<file path="config.mk">
export PLATFORM = sky130hd
export DESIGN_NAME = pp_serial_feeder
export DESIGN_NICKNAME = d
export VERILOG_FILES = /design/src/rtl/pp_feeder_pkg.sv /design/src/rtl/pp_column_sel.sv /design/src/rtl/pp_serial_feeder.sv
export SDC_FILE = /design/constraint.sdc
export NUM_CORES = 1
export LEC_CHECK = 0
export ABC_AREA = 1
export CORE_AREA = 2 2 143 145
export CTS_BUF_LIST = sky130_fd_sc_hd__clkbuf_4
export CTS_CLUSTER_DIAMETER = 120
export DETAILED_ROUTE_END_ITERATION = 10
export DIE_AREA = 0 0 145 147
export DONT_BUFFER_PORTS = 1
export PLACE_DENSITY = 0.8
export SLEW_MARGIN = 20
export SYNTH_ARGS = -nofsm -noshare
export SYNTH_HDL_FRONTEND = slang
export SYNTH_SLANG_ARGS = --single-unit
</file>
<file path="constraint.sdc">
create_clock -name clk -period 9.2 [get_ports clk]
set_input_delay 1.38 -clock clk [delete_from_list [all_inputs] [get_ports clk]]
set_output_delay 1.38 -clock clk [all_outputs]
set_load 0.01 [all_outputs]
</file>
<file path="src/rtl/pp_feeder_pkg.sv">
// Shared constants, state encoding and column-geometry helpers for the
// partial-product serial feeder.
package pp_feeder_pkg;

    localparam int W     = 26;
    localparam int NCOL  = 2 * W - 1;
    localparam int CNT_W = $clog2(W);

    typedef enum logic [1:0] {IDLE, SHIFT, CAPTURE, HOLD} state_t;

    // Index of the lowest multiplicand bit contributing to column k.
    function automatic int col_base(input int k, input int w);
        return (k > w - 1) ? (k - w + 1) : 0;
    endfunction

    // Number of partial-product bits landing in column k.
    function automatic int col_height(input int k, input int w);
        int hi;
        hi = (k < w - 1) ? k : (w - 1);
        return hi - col_base(k, w) + 1;
    endfunction

endpackage

</file>
<file path="src/rtl/pp_column_sel.sv">
// Per-column bit selector: picks a[i] & b[K-i] for the current shift cycle,
// right-aligned so a column's h_k bits enter the chain in its last h_k cycles.
module pp_column_sel
    import pp_feeder_pkg::*;
#(
    parameter int K = 0,
    parameter int W = 26
) (
    input  logic [W-1:0]         a_q,
    input  logic [W-1:0]         b_q,
    input  logic [$clog2(W)-1:0] cnt,
    input  logic                 active,
    output logic                 bit_o
);

    localparam int H    = col_height(K, W);
    localparam int BASE = col_base(K, W);
    localparam int OFFS = W - H;
    localparam int IW   = $clog2(W);

    logic [IW-1:0] ai;
    logic [IW-1:0] bi;
    int            j;

    always_comb begin
        bit_o = 1'b0;
        ai    = '0;
        bi    = '0;
        j     = int'(cnt) - OFFS;
        if (active && j >= 0 && j < H) begin
            ai    = IW'(BASE + j);
            bi    = IW'(K - BASE - j);
            bit_o = a_q[ai] & b_q[bi];
        end
    end

endmodule

</file>
<file path="src/rtl/pp_serial_feeder.sv">
// Loads one operand pair into the compressor's per-column shift chains over W
// cycles, then captures and hands off the 2W-bit product.
module pp_serial_feeder
    import pp_feeder_pkg::*;
(
    input  logic              clk,
    input  logic              rst_n,
    input  logic              in_valid,
    output logic              in_ready,
    input  logic [W-1:0]      a,
    input  logic [W-1:0]      b,
    output logic [NCOL-1:0]   src_,
    output logic              shift_active,
    input  logic [2*W-1:0]    dst_in,
    output logic              out_valid,
    input  logic              out_ready,
    output logic [2*W-1:0]    result
);

    state_t           state;
    logic [CNT_W-1:0] cnt;
    logic [W-1:0]     a_q;
    logic [W-1:0]     b_q;
    logic             shifting;

    // Column bits are combinational from the operand registers so every
    // column sees the same cnt with no inter-column skew.
    assign shifting = (state == SHIFT);

    for (genvar k = 0; k < NCOL; k++) begin : g_col
        pp_column_sel #(.K(k), .W(W)) u_col (
            .a_q    (a_q),
            .b_q    (b_q),
            .cnt    (cnt),
            .active (shifting),
            .bit_o  (src_[k])
        );
    end

    always_ff @(posedge clk or negedge rst_n) begin
        if (!rst_n) begin
            state        <= IDLE;
            cnt          <= '0;
            a_q          <= '0;
            b_q          <= '0;
            result       <= '0;
            in_ready     <= 1'b1;
            out_valid    <= 1'b0;
            shift_active <= 1'b0;
        end else begin
            case (state)
                IDLE: begin
                    if (in_valid) begin
                        a_q          <= a;
                        b_q          <= b;
                        cnt          <= '0;
                        state        <= SHIFT;
                        in_ready     <= 1'b0;
                        shift_active <= 1'b1;
                    end
                end
                SHIFT: begin
                    if (cnt == CNT_W'(W - 1)) begin
                        state        <= CAPTURE;
                        shift_active <= 1'b0;
                    end else begin
                        cnt <= cnt + 1'b1;
                    end
                end
                CAPTURE: begin
                    result    <= dst_in;
                    state     <= HOLD;
                    out_valid <= 1'b1;
                end
                HOLD: begin
                    if (out_ready) begin
                        state     <= IDLE;
                        out_valid <= 1'b0;
                        in_ready  <= 1'b1;
                    end
                end
                default: begin
                    state        <= IDLE;
                    in_ready     <= 1'b1;
                    out_valid    <= 1'b0;
                    shift_active <= 1'b0;
                end
            endcase
        end
    end

endmodule
</file>
==> summary.md <==
| Metric | Value |
|---|---|
| Outcome | `completed` |
| Top cells by area, synth | `nand2_1 (26%), dfrtp_1 (23%), nand3_1 (16%)` |
| Largest net degree at the start of global routing | `115` |
| Initial antenna violation count | `0` |
| CP Data Arrival Time | `4.50 ns` |
| Initial Util | `62.3%` |
| # setup viols final | `0` |
| CP max-delay cell | `dfrtp_2` |
| Dominant cell type by area after synthesis | `nand2_1` |
| Fmax | `0.170 GHz` |
| Total Wirelength | `43700 microns` |
| Final worst path period share | `63.9%` |
| Total of max-cap violations | `0` |
| Final Hold Fails | `0` |
| # diodes | `0` |
| Crit Path Category | `flop to output port` |
| Critical path peak fanout | `60` |
| Remaining antenna violation count | `0` |
| Hold-fix buffers at CTS | `0` |
| Clock tree buffer depth | `2` |
| CP delay by family, top | `buffers and inverters` |
| Core ar. | `19800 sq um` |
| Die ar. | `21300 sq um` |
| GPL Wtd Cong | `1.07` |
| Pre-Repair DR Iteration Count | `6` |
| Pre-CTS WS | `4.08 ns` |
| Setup Fix Bufs, Post-CTS | `0` |
| CP Launch Type | `flop` |
| Data required, critical path | `7.82 ns` |
| RSZ-0062 raised after global routing | `false` |
| Post-synthesis cell area | `12400 sq um` |
| Clock root buffer | `clkbuf_4` |
| CTS buffer count | `17` |
| Via count | `13400` |
| Clock transition at path regs | `0.15 ns` |
| Total grt overflow | `0` |
| Average wire per standard cell | `19.7 microns` |
| Die width | `145 microns` |
| Worst Path Buf+Inv | `4` |
| Crit-path most repeated cell | `nand3_1` |
| Cell area after layout | `12200 sq um` |
| Synth unique cells | `43` |
| Initial detailed-routing violation count | `1491` |
| Yosys reg bits | `114` |
| GR Util All Layers | `40.7%` |
| Yosys top cell area share | `25.9%` |
| Ratio of cells with drive above 1 in the final layout | `7.68%` |
| Crit. End Element | `output port` |
| Slew HR | `33.5%` |
| Slew @ Worst Pin | `0.987 ns` |
| Mapped Avg Cell Area | `6.05 sq um` |
| Area post-placement | `11900 sq um` |
| Later-pin clock latency in the skew report | `0.55 ns` |
| First-pass GRT wire length | `68300 microns` |
| Area Overhead vs Synth | `-1.52%` |
| Ports | `214` |
| Syn Nets | `2197` |
| Crit path time final | `5.88 ns` |
| Setup TNS | `0 ns` |
| Final nets | `2093` |
| Crit-path cells | `inv_4, ha_1, buf_4, inv_2, ha_1, inv_1, o21ai_0, nand2_1, nand2_1, nand3_1, nand3_1, nand3_1, nor2_1` |
| PostCTS Resize Cnt | `0` |
| Final max-slew violation count | `0` |
| IO Port Bufs | `0` |
| Ys Warns | `0` |
| HP Class | `input port to asynchronous set/reset pin` |
| Slowest cell delay on critical path | `0.63 ns` |
| Vias per inst | `6.03` |
| Vias in the first global route | `12800` |
| Number of remaining DRC errors | `0` |
| Final worst setup slack | `3.32 ns` |
| Sequential share of the synthesized area | `23.1%` |
| CTS sink cnt | `114` |
| Post-detail-place hpwl | `33400 microns` |
| Worst Clk Skew | `0.0270 ns` |
| CTS H-tree depth | `4` |
| Number of core rows | `52` |
| CTS tree | `done` |
| Post-Syn Instances | `2044` |
| Die H | `147 microns` |
==> state kept, by name, summed over array words and instances (netlist names) <==
| signal | count |
|---|---|
| b_q | 26 |
| in_ready | 1 |
| state | 2 |
| shift_active | 1 |
| out_valid | 1 |
| a_q | 26 |
| result | 52 |
| cnt | 5 |
==> cells by family after synthesis <==
logic type      share of synthesized area [%]
compound gates                           4.61
xor+xnor                                 2.88
fa+ha+maj                                4.55
buf+inv                                  11.3
flops                                    23.1
mux                                      4.74
simple gates                             48.8
==> cell usage in the layout (no fill, tap or decap), types with 4 or more instances in the layout <==
cell type | Yosys | layout
xnor2_1 | 14 | 14
nand2_1 | 852 | 852
o21ai_0 | 49 | 49
clkbuf_4 | 0 | 17
mux2_2 | 52 | 52
ha_1 | 45 | 44
xor2_1 | 23 | 23
a21oi_1 | 27 | 27
nor2_1 | 114 | 114
nand2_2 | 19 | 19
dfrtp_1 | 113 | 112
nand4_1 | 6 | 6
nand3_1 | 402 | 402
clkinv_4 | 0 | 4
buf_4 | 69 | 10
o21ai_1 | 8 | 8
inv_2 | 11 | 11
nand3_2 | 10 | 10
nor2_2 | 5 | 5
nor3_1 | 4 | 4
o211ai_1 | 5 | 5
inv_1 | 119 | 118
nand3b_1 | 7 | 7
==> area by class of cell <==
class                      count  area (sq um)
multi-input combinational   1664          8130
fill                        1928          7670
clock buffer                  17           128
inverter                     133           504
sequential                   114          2860
clock inverter                15           150
timing repair buffer          10          75.1
tap                          270           338
==> cell usage after synthesis, drive strengths merged <==
master  count
nand3     412
or2         3
o211ai      5
nor2      119
nor3        5
nand4       6
a221oi      1
a311oi      1
xor2       25
dfrtp     113
inv       132
o21bai      1
nand2     871
nor4        2
a21oi      28
mux2       52
a22oi       1
clkbuf     21
dfstp       1
xnor2      14
o22ai       3
a21boi      2
ha         45
clkinv      1
a31oi       2
nand3b      7
buf       112
o21ai      59
==> routing by layer <==
layer	global-route usage, %	routed length [microns]
met5	0	0
met4	18.8	2280
met3	10.6	5030
met2	65.9	19600
met1	51.2	16800
==> worst paths after layout <==
path                                           start                    to  slack, ns  cells past startpoint
worst max register to register    cnt[0]$_DFFE_PN0P_    cnt[1]$_DFFE_PN0P_       6.41                      5
worst max-delay path              cnt[0]$_DFFE_PN0P_              src_[48]       3.32                     13
worst min register to register  in_ready$_DFFE_PN1P_  in_ready$_DFFE_PN1P_       0.54                      2
worst min-delay path                           rst_n   b_q[10]$_DFFE_PN0P_       0.50                      0
max in group asynchronous                      rst_n  in_ready$_DFFE_PN1P_       8.45                      0
min in group clk                in_ready$_DFFE_PN1P_  in_ready$_DFFE_PN1P_       0.54                      2
==> stage by stage <==
stage | instances | utilization [%] | hold slack [ns]
final | 2223 | 61.4 | 0.501
after global routing | 2223 | 61.4 | 0.480
after CTS | 2223 | 61.3 | 0.478
after detailed placement | 2191 | 59.9 | 0.512
after global placement | 2191 | 59.9 | 0.499
after floorplan | 2044 | - | 0.471
Power is left out: the tool's default activity adds up to more than one toggle a clock period on the data nets, which glitch-free logic cannot reach.
